[src/rtl/div_if.sv]
// Handshake and operand/result bundle between the EX stage and the divider.
interface div_if;
  logic        flush;
  logic        start;
  logic        signed_div;
  logic [31:0] opdata1;
  logic [31:0] opdata2;
  logic        stallreq_for_ex;
  logic        result_valid;
  logic [31:0] result_hi;
  logic [31:0] result_lo;

  modport master (
    output flush, start, signed_div, opdata1, opdata2,
    input  stallreq_for_ex, result_valid, result_hi, result_lo
  );

  modport slave (
    input  flush, start, signed_div, opdata1, opdata2,
    output stallreq_for_ex, result_valid, result_hi, result_lo
  );
endinterface

[src/rtl/div_unit.sv]
// Iterative 32-bit restoring divider (DIV/DIVU), one quotient bit per cycle.
// Optional macro DIV_EARLY_OUT_EN: zero divisor/dividend finish in one cycle.
module div_unit (
  input  logic  clk,
  input  logic  resetn,
  div_if.slave  bus
);

  localparam int unsigned W  = 32;
  localparam int unsigned CW = 6;

  typedef enum logic [1:0] {IDLE, BUSY, DONE} state_t;

  state_t          state_q, state_d;
  logic [2*W-1:0]  sr_q;
  logic [CW-1:0]   cnt_q;
  logic [W-1:0]    divisor_q;
  logic [W-1:0]    dividend_q;
  logic            div_zero_q;
  logic            neg_quo_q;
  logic            neg_rem_q;
  logic [W-1:0]    hi_q;
  logic [W-1:0]    lo_q;

  logic            load;
  logic            step;
  logic            fin_busy;
`ifdef DIV_EARLY_OUT_EN
  logic            fin_early;
`endif

  logic            a_neg, b_neg;
  logic [W-1:0]    abs_a, abs_b;
  logic [2*W-1:0]  shifted;
  logic [W:0]      diff;
  logic [2*W-1:0]  sr_step;
  logic [W-1:0]    fin_quo, fin_rem;
  logic [W-1:0]    lo_fix, hi_fix;

  // Operand magnitudes for the unsigned core
  assign a_neg = bus.signed_div & bus.opdata1[W-1];
  assign b_neg = bus.signed_div & bus.opdata2[W-1];
  assign abs_a = a_neg ? W'(-bus.opdata1) : bus.opdata1;
  assign abs_b = b_neg ? W'(-bus.opdata2) : bus.opdata2;

  // One restoring step; the bit shifted out of the top joins the 33-bit compare
  assign shifted = {sr_q[2*W-2:0], 1'b0};
  assign diff    = {sr_q[2*W-1], shifted[2*W-1:W]} - {1'b0, divisor_q};
  assign sr_step = diff[W] ? shifted : {diff[W-1:0], shifted[W-1:1], 1'b1};

  assign fin_quo = sr_step[W-1:0];
  assign fin_rem = sr_step[2*W-1:W];
  assign lo_fix  = div_zero_q ? {W{1'b1}} : (neg_quo_q ? W'(-fin_quo) : fin_quo);
  assign hi_fix  = div_zero_q ? dividend_q : (neg_rem_q ? W'(-fin_rem) : fin_rem);

  always_ff @(posedge clk or negedge resetn) begin
    if (!resetn) state_q <= IDLE;
    else         state_q <= state_d;
  end

  always_comb begin
    state_d  = state_q;
    load     = 1'b0;
    step     = 1'b0;
    fin_busy = 1'b0;
`ifdef DIV_EARLY_OUT_EN
    fin_early = 1'b0;
`endif
    case (state_q)
      IDLE: begin
        if (bus.start) begin
          load = 1'b1;
`ifdef DIV_EARLY_OUT_EN
          if (bus.opdata2 == '0 || bus.opdata1 == '0) begin
            fin_early = 1'b1;
            state_d   = DONE;
          end else begin
            state_d = BUSY;
          end
`else
          state_d = BUSY;
`endif
        end
      end
      BUSY: begin
        step = 1'b1;
        if (cnt_q == CW'(W-1)) begin
          fin_busy = 1'b1;
          state_d  = DONE;
        end
      end
      DONE:    state_d = IDLE;
      default: state_d = IDLE;
    endcase
    // Flush overrides everything and drops any partial result
    if (bus.flush) begin
      state_d  = IDLE;
      load     = 1'b0;
      step     = 1'b0;
      fin_busy = 1'b0;
`ifdef DIV_EARLY_OUT_EN
      fin_early = 1'b0;
`endif
    end
  end

  always_ff @(posedge clk or negedge resetn) begin
    if (!resetn) begin
      sr_q       <= '0;
      cnt_q      <= '0;
      divisor_q  <= '0;
      dividend_q <= '0;
      div_zero_q <= 1'b0;
      neg_quo_q  <= 1'b0;
      neg_rem_q  <= 1'b0;
    end else if (load) begin
      sr_q       <= {W'(0), abs_a};
      cnt_q      <= '0;
      divisor_q  <= abs_b;
      dividend_q <= bus.opdata1;
      div_zero_q <= (bus.opdata2 == '0);
      neg_quo_q  <= bus.signed_div & (bus.opdata1[W-1] ^ bus.opdata2[W-1]);
      neg_rem_q  <= a_neg;
    end else if (step) begin
      sr_q  <= sr_step;
      cnt_q <= cnt_q + CW'(1);
    end
  end

  // Results change only on the way into DONE and hold otherwise
  always_ff @(posedge clk or negedge resetn) begin
    if (!resetn) begin
      hi_q <= '0;
      lo_q <= '0;
    end else if (fin_busy) begin
      hi_q <= hi_fix;
      lo_q <= lo_fix;
    end
`ifdef DIV_EARLY_OUT_EN
    else if (fin_early) begin
      hi_q <= (bus.opdata2 == '0) ? bus.opdata1 : '0;
      lo_q <= (bus.opdata2 == '0) ? {W{1'b1}} : '0;
    end
`endif
  end

  assign bus.stallreq_for_ex = resetn & ~bus.flush &
                               (((state_q == IDLE) & bus.start) | (state_q == BUSY));
  assign bus.result_valid    = (state_q == DONE) & ~bus.flush;
  assign bus.result_hi       = hi_q;
  assign bus.result_lo       = lo_q;

endmodule

[src/flat_wrapper.sv]
// flat-port wrapper written by rule: the top's interface ports become plain ports
module div_unit_flat 
  (clk, resetn, bus_flush, bus_start, bus_signed_div, bus_opdata1, bus_opdata2, bus_stallreq_for_ex, bus_result_valid, bus_result_hi, bus_result_lo);
  div_if bus_i ();
  input  logic clk;
  input  logic resetn;
  input wire logic [$bits(bus_i.flush)-1:0] bus_flush;
  input wire logic [$bits(bus_i.start)-1:0] bus_start;
  input wire logic [$bits(bus_i.signed_div)-1:0] bus_signed_div;
  input wire logic [$bits(bus_i.opdata1)-1:0] bus_opdata1;
  input wire logic [$bits(bus_i.opdata2)-1:0] bus_opdata2;
  output wire logic [$bits(bus_i.stallreq_for_ex)-1:0] bus_stallreq_for_ex;
  output wire logic [$bits(bus_i.result_valid)-1:0] bus_result_valid;
  output wire logic [$bits(bus_i.result_hi)-1:0] bus_result_hi;
  output wire logic [$bits(bus_i.result_lo)-1:0] bus_result_lo;
  assign bus_i.flush = bus_flush;
  assign bus_i.start = bus_start;
  assign bus_i.signed_div = bus_signed_div;
  assign bus_i.opdata1 = bus_opdata1;
  assign bus_i.opdata2 = bus_opdata2;
  assign bus_stallreq_for_ex = bus_i.stallreq_for_ex;
  assign bus_result_valid = bus_i.result_valid;
  assign bus_result_hi = bus_i.result_hi;
  assign bus_result_lo = bus_i.result_lo;
  div_unit u_core (.clk(clk), .resetn(resetn), .bus(bus_i));
endmodule
[config.mk]
export PLATFORM = sky130hd
export DESIGN_NAME = div_unit_flat
export DESIGN_NICKNAME = d
export VERILOG_FILES = /design/src/rtl/div_if.sv /design/src/rtl/div_unit.sv /design/src/flat_wrapper.sv
export SDC_FILE = /design/constraint.sdc
export NUM_CORES = 1
export LEC_CHECK = 0
export ABC_AREA = 1
export BUFFER_PORTS_ARGS = -buffer_cell sky130_fd_sc_hd__buf_2
export CAP_MARGIN = 5
export CORE_MARGIN = 1.5
export CORE_UTILIZATION = 40
export DETAILED_ROUTE_END_ITERATION = 8
export HOLD_SLACK_MARGIN = 0.08
export SLEW_MARGIN = 20
export SYNTH_ARGS = -nofsm -noshare
export SYNTH_HDL_FRONTEND = slang
export SYNTH_SLANG_ARGS = --single-unit
[constraint.sdc]
create_clock -name clk -period 3.75 [get_ports clk]
set_clock_uncertainty 0.15 [all_clocks]
set_input_delay 0.75 -clock clk [delete_from_list [all_inputs] [get_ports clk]]
set_output_delay 0.75 -clock clk [all_outputs]
set_load 0.05 [all_outputs]
Word level (Yosys, flattened, before mapping)
Cells that the tools add are included.
- add/subtract/negate cells: 6
- bitwise logic cells: 10
- eq/ne operators: 5
- reductions and logical operators: 4
- multiplexer cells: 23
- operator list (operator ; count):
    $mux 32 ; 6
    $mux 64 ; 3
    $neg 32->32 ; 4
    $sub 33x32->33 ; 1
    $logic_not 32->1 ; 1
    $mux 6 ; 2
    $mux 1 ; 8
    $and 1x1->1 ; 7
    $add 6x1->6 const B ; 1
    $eq 6x5->1 const B ; 1
    $mux 2 ; 3
    $pmux 2 s2 ; 1
    $ne 3x2->1 const B ; 1
    $ne 3x3->1 const B ; 1
    $eq 2x1->1 const B ; 1
    $eq 2x2->1 const B ; 1
    $logic_not 2->1 ; 1
    $reduce_and 2->1 ; 1
    $reduce_bool 2->1 ; 1
    $not 1->1 ; 1
    $or 1x1->1 ; 1
    $xor 1x1->1 ; 1
- input bits: 69
- flip-flop bits (word level): 203
- output and inout bits: 66
- word-level logic and storage cells: 58

Longest topological paths before layout
Gate-level depths: netlist (run 1).
- depth after elaboration: 5
- gate-level depth with buffers: 29

Worst setup path after synthesis (run 1)
OpenSTA, ideal clock, no wires.
- kind: register -> register
- start point: register u_core.divisor_q[0]
- end point: register u_core.lo_q[28] (netlist: u_core.bus.result_lo[28])
- buffers on the path: 2
- stages on the path, launching flop included: 27
- library setup time: 0.120 ns
- setup slack: -0.373 ns
- data required time: 3.480 ns
- period minus slack after synthesis: 4.123 ns
- arrival time: 3.853 ns
- cells stage by stage: dfrtp_1 > ha_1 > fa_1 > inv_1 > nand2_1 > nand2_1 > nand3_1 > nand2_2 > nand2_1 > nand2_2 > nand2_4 > nand2_4 > nand2_4 > nand2_8 > buf_12 > buf_8 > ha_1 > nand3_1 > nor2_1 > nand4_1 > nor3_1 > nand4_1 > o41ai_1 > o21ai_0 > xor2_1 > o22ai_1 > inv_1
- word-level cells in the longest chain between the ends: 5
- ends and longest elaborated chain (item ; line ; source):
    from (decl) ; div_unit.sv:17 ; logic [W-1:0] divisor_q;
    from (signal assigned) ; div_unit.sv:119 ; divisor_q <= abs_b;
    $sub 33x32->33 ; div_unit.sv:48 ; assign diff = {sr_q[2*W-1], shifted[2*W-1:W]} - {1'b0, divisor_q};
    $mux 64 ; div_unit.sv:49 ; assign sr_step = diff[W] ? shifted : {diff[W-1:0], shifted[W-1:1], 1'b1};
    $neg 32->32 ; div_unit.sv:53 ; assign lo_fix = div_zero_q ? {W{1'b1}} : (neg_quo_q ? W'(-fin_quo) : fin_quo);
    $mux 32 (2 in series) ; div_unit.sv:53 ;
    to (signal assigned) ; div_unit.sv:137 ; lo_q <= lo_fix;
    to (decl) ; div_unit.sv:23 ; logic [W-1:0] lo_q;
Every way passes these cells.
A chain may end at the register's enable or synchronous reset.

Final worst setup path (run 1)
- start point: register u_core.divisor_q[0]
- end point: register u_core.lo_q[30] (netlist: u_core.bus.result_lo[30])
The elaborated chain is that of the path after synthesis.

==> summary.txt, run 1 <==
largest net degree at the start of global routing -> 154
GP Congestion -> 0.932
Max rail drop VDD -> 0.782 mV
core area -> 0.0355 mm^2
post-layout util -> 0.487
drt drc -> 0
Yosys cell types -> 59
Critical Path Sink Type -> flip-flop
Synth Area in Compound Gates -> 0.145
Clock Latency Late Sink -> 570 ps
fmax -> 271 MHz
CTS tree -> done
area occupied by multi-input gates -> 0.00792 mm^2
Worst EP arrival -> 3990 ps
Tot GR Track Use -> 0.268
share of layout cells above drive strength 1 -> 0.178
Slew Limit Fails -> 0
global-route wire length before repair -> 77600 um
sequential cell area fraction in the yosys report -> 0.354
hold violation count in the final report -> 0
CTS clock-pin slew for the worst setup and hold paths -> 60 ps
Syn-to-layout area delta -> 20.4%
worst-case reg-to-reg path depth -> 26
Total Power -> 0.0154 W
worst r2r src -> u_core.divisor_q[0]$_DFFE_PN0P_
hpwl dp -> 37500 um
Hold Crit Class -> flip-flop to flip-flop
EDFF count, synth -> 0
Ports -> 135
WL/cell -> 17.5 um
die area -> 0.0370 mm^2
clock sinks -> 203
Synth Area in XOR/XNOR -> 0.0378
clk root buf -> clkbuf_16
CTS max path bufs -> 3
Final Cycle Share -> 0.985
Pre-antenna DRT Iters -> 5
Final min period -> 3690 ps
Required @ worst endpoint -> 4050 ps
htree depth -> 1
FILL cells -> 3605
I/O Buffers -> 134
DIE HEIGHT -> 192 um
async set-reset flop share out of synthesis -> 1.00
sequential cell area -> 0.00508 mm^2
vias in the first global route -> 14100
Post-Syn Area -> 0.0144 mm^2
crit path max fanout -> 3
Primary FF master, synth -> dfrtp_1
main combinational cell family by area after synthesis -> simple AND/OR/NAND/NOR gates
Starting Density -> 0.405
Ys Warns -> 0
slew margin rel. -> 0.388
Routed WL -> 49000 um
mux share of post-synthesis cell area -> 0
Post-Syn Nets -> 2211
register bit total from synthesis -> 203
Worst Hold End -> u_core.bus.result_hi[9]$_DFFE_PN0P_
worst slew pin tran -> 918 ps
MaxCap Viol Count -> 0
hold path startpoint -> u_core.bus.result_hi[9]$_DFFE_PN0P_
Detail Route Antenna Nets -> 0
vias per cell -> 5.26
synthesized area per cell -> 6.82 um^2
RSZ-0062 raised after global routing -> yes
power per cell area -> 891 mW/mm^2
Site Rows -> 69
grt total ovfl -> 0
Startpoint Class -> flip-flop
Final setup viols -> 0
area share of fa/ha/maj cells after synthesis -> 0.0336
Hold Worst Slack -> 323 ps
kind of critical path -> flip-flop to flip-flop
Synth Instances -> 2104
antenna violations before repair -> 1
outcome -> completed
Nets -> 2423
via count -> 14700
Leak -> 9.25 nW
Min-Delay Path Depth -> 2
RR Endpoint -> u_core.bus.result_lo[30]$_DFFE_PN0P_
Die Span X -> 192 um
FF-to-FF setup slack -> 60 ps
DR iter-0 viols -> 1201
simple logic cell fraction of the synthesized area -> 0.326
TritonCTS Buffers -> 26
## cell families (layout without fill, tap and decap cells)
kind of cell | after synthesis | count (layout)
AND/OR/NAND/NOR | 1077 | 1077
buffers and inverters | 383 | 613
AO/OA/AOI/OAI | 341 | 341
flip-flops | 203 | 203
XOR/XNOR | 62 | 62
adder cells (fa/ha/maj) | 38 | 38
other | 0 | 1
## registers in the layout (all words and copies together), names as in the netlist
| register | cells |
|---|---|
| u_core.sr_q | 64 |
| u_core.dividend_q | 32 |
| u_core.divisor_q | 32 |
| u_core.bus.result_hi | 32 |
| u_core.neg_rem_q | 1 |
| u_core.cnt_q | 6 |
| u_core.bus.result_lo | 32 |
| u_core.div_zero_q | 1 |
| u_core.neg_quo_q | 1 |
| u_core.state_q | 2 |
## metrics by stage
stage          setup TNS, ps  cells  cell area [um^2]  worst slack, ps
4_1_cts                    0   2786             17100             2.28
2_1_floorplan           -274   2104             14400             -165
3_5_place_dp           -5.49   2739             16300            -5.49
6_report                   0   2796             17300             56.6
3_3_place_gp               0   2739             16300             24.7
5_1_grt                -1190   2795             17300             -188
## power breakdown
part | internal, W | switching, W
Clock | 0.00151 | 0.00109
Combinational | 0.00368 | 0.00612
Sequential | 0.00260 | 0.000395
Total | 0.00780 | 0.00760
## synth_stat cells (16+ instances only)
master | instances | area share
inv_1 | 301 | 0.079
nand2_1 | 602 | 0.16
clkbuf_1 | 55 | 0.014
ha_1 | 37 | 0.032
a21oi_1 | 69 | 0.024
nor2_1 | 183 | 0.048
nand3_1 | 134 | 0.047
nor4_1 | 16 | 0.0070
dfrtp_1 | 203 | 0.35
nand4_1 | 25 | 0.011
o22ai_1 | 48 | 0.021
nand2_2 | 39 | 0.017
xor2_1 | 29 | 0.018
nor3_1 | 37 | 0.013
o21ai_0 | 118 | 0.041
xnor2_1 | 33 | 0.020
## timing repair
action                     in CTS  in global routing
setup buffers                   0                  9
setup endpoints to repair       1                 39
gates cloned                    0                  0
hold endpoints to repair       50                  0
hold buffers                    1                  0
gates resized for setup         0                 23
pin swaps                       1                 12
## worst max-delay path by stage
stage          slack (ps)  cells after the start                                   end                             from
3_5_place_dp           -5                     24  u_core.bus.result_lo[28]$_DFFE_PN0P_  u_core.divisor_q[0]$_DFFE_PN0P_
2_1_floorplan        -160                     26  u_core.bus.result_lo[28]$_DFFE_PN0P_  u_core.divisor_q[0]$_DFFE_PN0P_
4_1_cts                 2                     24  u_core.bus.result_lo[28]$_DFFE_PN0P_  u_core.divisor_q[0]$_DFFE_PN0P_
5_1_grt              -190                     26  u_core.bus.result_lo[30]$_DFFE_PN0P_  u_core.divisor_q[0]$_DFFE_PN0P_
3_3_place_gp           20                     24  u_core.bus.result_lo[28]$_DFFE_PN0P_  u_core.divisor_q[0]$_DFFE_PN0P_
6_report               60                     26  u_core.bus.result_lo[30]$_DFFE_PN0P_  u_core.divisor_q[0]$_DFFE_PN0P_
## worst max-delay path, cell delays in order (launching register included)
cell     delay [ps]
dfrtp_1         400
ha_4            180
fa_2            400
inv_2            70
nand2_1          50
nand2_1          70
nand3_2          70
nand2_2          90
nand2_2          60
nand2_4          70
nand2_4          50
nand2_4          70
nand2_4          70
nand2_8          90
ha_4            150
nand3_4          90
nor2_4          100
nand4_1         130
nor3_2          190
nand4_1         230
nand2_1         180
o21ai_2          90
a21oi_2         130
o21ai_1          90
xor2_1          160
o22ai_1         120
inv_1            50
## layout make-up
cell class                      count  share of cell area
Tap cell                          461              0.0334
Sequential cell                   203               0.294
Multi-Input combinational cell   1518               0.458
Inverter                          308              0.0669
Clock buffer                       29              0.0389
Timing Repair Buffer              259              0.0970
Antenna cell                        1            0.000145
Clock inverter                     17              0.0119
## cell usage in the layout (no fill, tap or decap), types with 5 or more instances in the layout
cell	Yosys	final
nand2_1	602	598
o211ai_1	11	11
xnor2_1	33	33
nand2_4	9	10
o21a_1	10	10
o21bai_1	14	14
nand4_1	25	25
o21ai_0	118	112
inv_2	4	9
o221ai_1	14	14
nand3_1	134	131
a21oi_1	69	66
nor4_1	16	16
nor2_1	183	180
nand3_2	4	5
a32oi_1	5	5
nand2_2	39	41
o22ai_1	48	48
xor2_1	29	28
or2_2	7	7
nor2_2	7	9
a21oi_2	3	6
buf_4	2	119
buf_2	4	133
dfrtp_1	203	203
clkbuf_16	0	26
clkinvlp_4	0	5
o21ai_1	8	13
ha_1	37	35
nor3_1	37	36
a31oi_1	14	14
inv_1	301	297
o21ai_2	4	5
## layer usage
layer | part of all wire | up-vias | global-route usage
li1 | - | 7213 | -
met4 | 0.029 | 0 | 0.0772
met2 | 0.44 | 473 | 0.416
met3 | 0.059 | 86 | 0.0262
met5 | 0 | - | 0
met1 | 0.47 | 6926 | 0.395
(Power assumes the default switching activity.)
==> run 2, diff against run 1 <==
Settings changed: CTS_BUF_LIST set to sky130_fd_sc_hd__clkbuf_8 sky130_fd_sc_hd__clkbuf_16, SLEW_MARGIN 20 to not set.
==> run 2 against run 1 <==
Compared with the run above:
- register-to-register slack is essentially flat
- combinational power about the same
- global-route usage is the same
- via count hardly changed
- wire length about the same
- non-clock buffer count unchanged
- fmax hardly changed
- critical endpoint unchanged
==> summary.txt, run 2 (synthesis gave the netlist of run 1 again) <==
Starting Density -> 0.405 (unchanged)
RR Endpoint -> u_core.bus.result_lo[30]$_DFFE_PN0P_ (unchanged)
hold violation count in the final report -> 0 (unchanged)
Clock Latency Late Sink -> 570 ps (about the same)
CTS tree -> done (unchanged)
RSZ-0062 raised after global routing -> yes (unchanged)
slew margin rel. -> 0.388 (about the same)
share of layout cells above drive strength 1 -> 0.178 (unchanged)
CP top delay family -> simple AND/OR/NAND/NOR gates (unchanged)
Pre-antenna DRT Iters -> 5 (unchanged)
Max rail drop VDD -> 0.782 mV (about the same)
GP Congestion -> 0.932 (unchanged)
clock sinks -> 203 (unchanged)
Detail Route Antenna Nets -> 0 (unchanged)
power per cell area -> 890 mW/mm^2 (was 891 mW/mm^2)
MaxCap Viol Count -> 0 (unchanged)
worst r2r src -> u_core.divisor_q[0]$_DFFE_PN0P_ (unchanged)
Hold Worst Slack -> 323 ps (unchanged)
Crit. Startpoint -> u_core.divisor_q[0]$_DFFE_PN0P_ (unchanged)
CTS clock-pin slew for the worst setup and hold paths -> 60 ps (about the same)
htree depth -> 1 (unchanged)
vias per cell -> 5.26 (about the same)
crit path max fanout -> 3 (unchanged)
Critical Path Sink Type -> flip-flop (unchanged)
outcome -> completed (unchanged)
CTS max path bufs -> 3 (unchanged)
commonest non-fill, non-tap cell in the layout -> nand2_1 (unchanged)
global-route wire length before repair -> 77600 um (unchanged)
cell mode on critical path -> nand2_4 (unchanged)
core area -> 0.0355 mm^2 (unchanged)
max FFs per register -> 64 (unchanged)
Hold Crit Class -> flip-flop to flip-flop (unchanged)
Leak -> 9.26 nW (was 9.25 nW)
commonest non-fill, non-tap cells in the layout -> 598 x nand2_1, 299 x inv_1, 203 x dfrtp_1, 180 x nor2_1, 133 x buf_2 (was 598 x nand2_1, 297 x inv_1, 203 x dfrtp_1, 180 x nor2_1, 133 x buf_2)
hpwl dp -> 37500 um (unchanged)
WL/cell -> 17.5 um (about the same)
Slowest-stage cell, CP -> dfrtp_1 (unchanged)
DR iter-0 viols -> 1201 (unchanged)
Worst EP arrival -> 3990 ps (about the same)
Slew Limit Fails -> 0 (unchanged)
Final setup viols -> 0 (unchanged)
Tot GR Track Use -> 0.268 (unchanged)
Required @ worst endpoint -> 4050 ps (about the same)
die area -> 0.0370 mm^2 (unchanged)
Final min period -> 3690 ps (about the same)
DIE HEIGHT -> 192 um (unchanged)
setup_tns -> 0 ps (unchanged)
Syn-to-layout area delta -> 20.4% (unchanged)
Site Rows -> 69 (unchanged)
Biggest register -> u_core.sr_q (unchanged)
Die Span X -> 192 um (unchanged)
Final Cycle Share -> 0.984 (was 0.985)
worst-case reg-to-reg path depth -> 26 (unchanged)
I/O Buffers -> 134 (unchanged)
antenna violations before repair -> 1 (unchanged)
slowest stage delay, CP -> 400 ps (about the same)
Routed WL -> 49000 um (about the same)
largest net degree at the start of global routing -> 154 (unchanged)
Nets -> 2423 (unchanged)
kind of critical path -> flip-flop to flip-flop (unchanged)
grt total ovfl -> 0 (unchanged)
drt drc -> 0 (unchanged)
Ports -> 135 (unchanged)
clk root buf -> clkbuf_16 (unchanged)
via count -> 14700 (about the same)
vias in the first global route -> 14100 (unchanged)
FF-to-FF setup slack -> 60 ps (about the same)
TritonCTS Buffers -> 26 (unchanged)
worst slew pin tran -> 918 ps (about the same)
fmax -> 271 MHz (about the same)
critical path depth -> 26 (unchanged)
Startpoint Class -> flip-flop (unchanged)
crit path buf inv count -> 2 (unchanged)
capture point of the critical path -> u_core.bus.result_lo[30]$_DFFE_PN0P_ (unchanged)
## run 2: cell count changes in the layout (fill, tap and decap cells not counted), sizes merged
cell,change
clkbuf,-2
inv,+2
## run 2: power breakdown
| group | switching [W] | internal [W] | leakage [nW] |
|---|---|---|---|
| Combinational | 0.00612 | 0.00368 | 6.21 |
| Clock | 0.00109 | 0.00151 | 0.423 |
| Sequential | 0.000395 | 0.00260 | 2.62 |
## run 2: worst reg2reg max path: stages, from the launching register on
cell and delay (ps):
dfrtp_1 400, ha_4 180, fa_2 400, inv_2 70
nand2_1 50, nand2_1 70, nand3_2 70, nand2_2 90
nand2_2 60, nand2_4 70, nand2_4 50, nand2_4 70
nand2_4 70, nand2_8 90, ha_4 150, nand3_4 90
nor2_4 100, nand4_1 130, nor3_2 190, nand4_1 240
nand2_1 180, o21ai_2 90, a21oi_2 130, o21ai_1 90
xor2_1 160, o22ai_1 120, inv_1 50
## run 2: area by class of cell
| class | instances | area [um^2] |
|---|---|---|
| inverter | 308 | 1160 |
| sequential | 203 | 5080 |
| clock inverter | 19 | 213 |
| fill | 3605 | 18200 |
| multi-input combinational | 1518 | 7920 |
| tap | 461 | 577 |
| clock buffer | 27 | 664 |
| timing repair buffer | 259 | 1680 |
| antenna | 1 | 2.50 |
## run 2: worst min-delay path by stage
stage                                               startpoint                              endpoint  slack (ps)  depth (start not counted)
after detailed placement  u_core.bus.result_hi[13]$_DFFE_PN0P_  u_core.bus.result_hi[13]$_DFFE_PN0P_         310                          2
final                      u_core.bus.result_hi[9]$_DFFE_PN0P_   u_core.bus.result_hi[9]$_DFFE_PN0P_         320                          2
after global placement    u_core.bus.result_hi[27]$_DFFE_PN0P_  u_core.bus.result_hi[27]$_DFFE_PN0P_         310                          2
after floorplan               u_core.dividend_q[4]$_DFFE_PN0P_      u_core.dividend_q[4]$_DFFE_PN0P_         290                          2
after global routing                            bus_opdata1[0]      u_core.dividend_q[0]$_DFFE_PN0P_         330                          3
after CTS                                       bus_opdata1[4]      u_core.dividend_q[4]$_DFFE_PN0P_         310                          3
## run 2: stage by stage
step                 util  worst slack, ps  power (W)  area [um^2]  cells
CTS                 0.483             2.28     0.0151        17100   2786
finish              0.487             59.0     0.0154        17300   2796
global placement    0.458             24.7     0.0124        16300   2739
global route        0.487             -188     0.0166        17300   2795
detailed placement  0.458            -5.49     0.0125        16300   2739
floorplan               -             -165    0.00927        14400   2104
## run 2: repair_timing
action	in CTS	in global routing
pin swaps	1	12
gates resized for setup	0	23
hold endpoints to repair	50	0
setup buffers	0	9
endpoints found under the setup margin	1	39
hold buffers	1	0
## run 2: routing by layer
metal,global-route usage,up-vias,part of all wire
li1,-,7213,-
met1,0.395,6930,0.47
met2,0.416,477,0.44
met3,0.0262,86,0.059
met4,0.0772,0,0.029
met5,0,-,0
==> run 3, diff against run 2 <==
Settings changed: CTS_CLUSTER_SIZE set to 24, GPL_TIMING_DRIVEN set to 0.
Clock period 3.75 ns to 4.39 ns, I/O delays scaled along.
==> run 3 against run 2 <==
Compared with the run above:
- count of clock-buffer cells in the layout stayed put
- critical endpoint unchanged
- combinational power is 24% lower
- sequential share of layout area grew 1.1 points
- first-iteration DRC count fell by 6.3%
- die area unchanged
- largest cell class unchanged
- sequential power down 14%
- register-to-register slack improved by 210 ps
- utilization down 1.7 points
- clock power fell by 13%
==> summary.txt, run 3 (synthesis gave the netlist of run 1 again) <==
outcome -> completed (unchanged)
grt total ovfl -> 0 (unchanged)
post-place instance area -> 0.0156 mm^2 (was 0.0163 mm^2)
setup ws final -> 269 ps (was 59.0 ps)
Hold Crit Class -> primary input to async pin (was flip-flop to flip-flop)
kind of critical path -> flip-flop to flip-flop (unchanged)
FILL cells -> 3710 (was 3605)
htree depth -> 1 (unchanged)
fmax -> 243 MHz (was 271 MHz)
slew margin rel. -> 0.444 (was 0.388)
MaxCap Viol Count -> 0 (unchanged)
DIE HEIGHT -> 192 um (unchanged)
slowest stage delay, CP -> 430 ps (was 400 ps)
Place WS -> -534 ps (was -5.49 ps)
Tot GR Track Use -> 0.279 (was 0.268)
commonest non-fill, non-tap cell in the layout -> nand2_1 (unchanged)
Starting Density -> 0.405 (unchanged)
post-layout util -> 0.470 (was 0.487)
hpwl dp -> 40900 um (was 37500 um)
Worst EP arrival -> 4400 ps (was 3990 ps)
Routed WL -> 51500 um (was 49000 um)
TritonCTS Buffers -> 26 (unchanged)
cell mode on critical path -> nand2_1 (was nand2_4)
vias in the first global route -> 13900 (was 14100)
global-route wire length before repair -> 78700 um (was 77600 um)
DR iter-0 viols -> 1125 (was 1201)
Final Cycle Share -> 0.939 (was 0.984)
worst slew pin tran -> 824 ps (was 918 ps)
met3 usage -> 0.0346 (was 0.0262)
antenna violations before repair -> 0 (was 1)
core area -> 0.0355 mm^2 (unchanged)
Critical Path Sink Type -> flip-flop (unchanged)
max FFs per register -> 64 (unchanged)
Max rail drop VDD -> 0.389 mV (was 0.782 mV)
Final min period -> 4120 ps (was 3690 ps)
Site Rows -> 69 (unchanged)
Die Span X -> 192 um (unchanged)
met2 Use GR -> 0.454 (was 0.416)
I/O Buffers -> 134 (unchanged)
Final setup viols -> 0 (unchanged)
CTS tree -> done (unchanged)
share of layout cells above drive strength 1 -> 0.132 (was 0.178)
via count -> 14600 (was 14700)
largest net degree at the start of global routing -> 110 (was 154)
Biggest register -> u_core.sr_q (unchanged)
GP Congestion -> 0.964 (was 0.932)
global-route layer with the greatest usage -> met2 (unchanged)
CTS max path bufs -> 3 (unchanged)
drt drc -> 0 (unchanged)
Slew Limit Fails -> 0 (unchanged)
crit path max fanout -> 7 (was 3)
ANT cells -> 0 (was 1)
vias per cell -> 5.29 (was 5.26)
power per cell area -> 737 mW/mm^2 (was 890 mW/mm^2)
die area -> 0.0370 mm^2 (unchanged)
area occupied by multi-input gates -> 0.00786 mm^2 (was 0.00792 mm^2)
Slowest-stage cell, CP -> dfrtp_1 (unchanged)
commonest non-fill, non-tap cells in the layout -> 602 x nand2_1, 299 x inv_1, 203 x dfrtp_1, 182 x nor2_1, 137 x buf_2 (was 598 x nand2_1, 299 x inv_1, 203 x dfrtp_1, 180 x nor2_1, 133 x buf_2)
CTS clock-pin slew for the worst setup and hold paths -> 60 ps (about the same)
Leak -> 8.83 nW (was 9.26 nW)
Clock Latency Late Sink -> 540 ps (was 570 ps)
sequential cell area -> 0.00508 mm^2 (unchanged)
Detail Route Antenna Nets -> 0 (unchanged)
Nets -> 2386 (was 2423)
Final Cell Area -> 0.0167 mm^2 (was 0.0173 mm^2)
WL/cell -> 18.7 um (was 17.5 um)
Required @ worst endpoint -> 4670 ps (was 4050 ps)
clock sinks -> 203 (unchanged)
clk root buf -> clkbuf_16 (unchanged)
Ports -> 135 (unchanged)
Pre-antenna DRT Iters -> 5 (unchanged)
# hold bufs at CTS -> 0 (was 1)
Syn-to-layout area delta -> 16.2% (was 20.4%)
Startpoint Class -> flip-flop (unchanged)
hold violation count in the final report -> 0 (unchanged)
met1 usage -> 0.389 (was 0.395)
[run 3: metal layers]
| layer | wire [um] | part of all wire |
|---|---|---|
| met4 | 1310 | 0.025 |
| met1 | 23500 | 0.46 |
| met3 | 3090 | 0.060 |
| met2 | 23600 | 0.46 |
| met5 | 0 | 0 |
[run 3: cell type report]
type	instances	share of cell area
clock inverter	21	0.0135
timing repair buffer	148	0.0483
sequential	203	0.304
buffer	73	0.0181
inverter	308	0.0693
multi-input combinational	1519	0.471
tap	461	0.0346
clock buffer	27	0.0405
[run 3: what timing repair did]
item / 4_1_cts / 5_1_grt
endpoints found under the hold margin: 0 / 0
endpoints found under the setup margin: 8 / 8
gates cloned: 0 / 1
pin swaps: 6 / 9
gates resized for setup: 9 / 7
buffers inserted: 4 / 9
[run 3: metrics by stage]
stage	total power, W	hold WS (ps)	setup TNS, ps	instances
floorplan	0.00789	294	0	2104
global placement	0.00976	314	-255360	2699
detailed placement	0.00982	313	-1720	2700
CTS	0.0121	263	0	2750
global route	0.0133	267	-17.0	2760
finish	0.0123	211	0	2760
[run 3: worst max-delay path, delay by kind of cell (launching register included)]
family                   cells  cell delay, ps
buffers and inverters        2             140
AND/OR/NAND/NOR             16            1830
flip-flops                   1             430
adder cells (fa/ha/maj)      3             810
XOR/XNOR                     1             170
AO/OA/AOI/OAI                4             460
[run 3: final timing paths]
path	end	start	slack, ps	depth (start not counted)
max	u_core.bus.result_lo[30]$_DFFE_PN0P_	u_core.divisor_q[0]$_DFFE_PN0P_	270	26
min	u_core.divisor_q[18]$_DFFE_PN0P_	resetn	210	1
max reg2reg	u_core.bus.result_lo[30]$_DFFE_PN0P_	u_core.divisor_q[0]$_DFFE_PN0P_	270	26
min reg2reg	u_core.bus.result_hi[6]$_DFFE_PN0P_	u_core.bus.result_hi[6]$_DFFE_PN0P_	330	2
max in group asynchronous	u_core.sr_q[27]$_DFFE_PN0P_	resetn	2820	2
min in group clk	u_core.bus.result_hi[6]$_DFFE_PN0P_	u_core.bus.result_hi[6]$_DFFE_PN0P_	330	2
[run 3: report_power, final]
group	leakage [nW]	internal, W	switching, W	total [W]
combinational	5.77	0.00244	0.00500	0.00744
clock	0.438	0.00136	0.000899	0.00226
sequential	2.62	0.00222	0.000365	0.00259
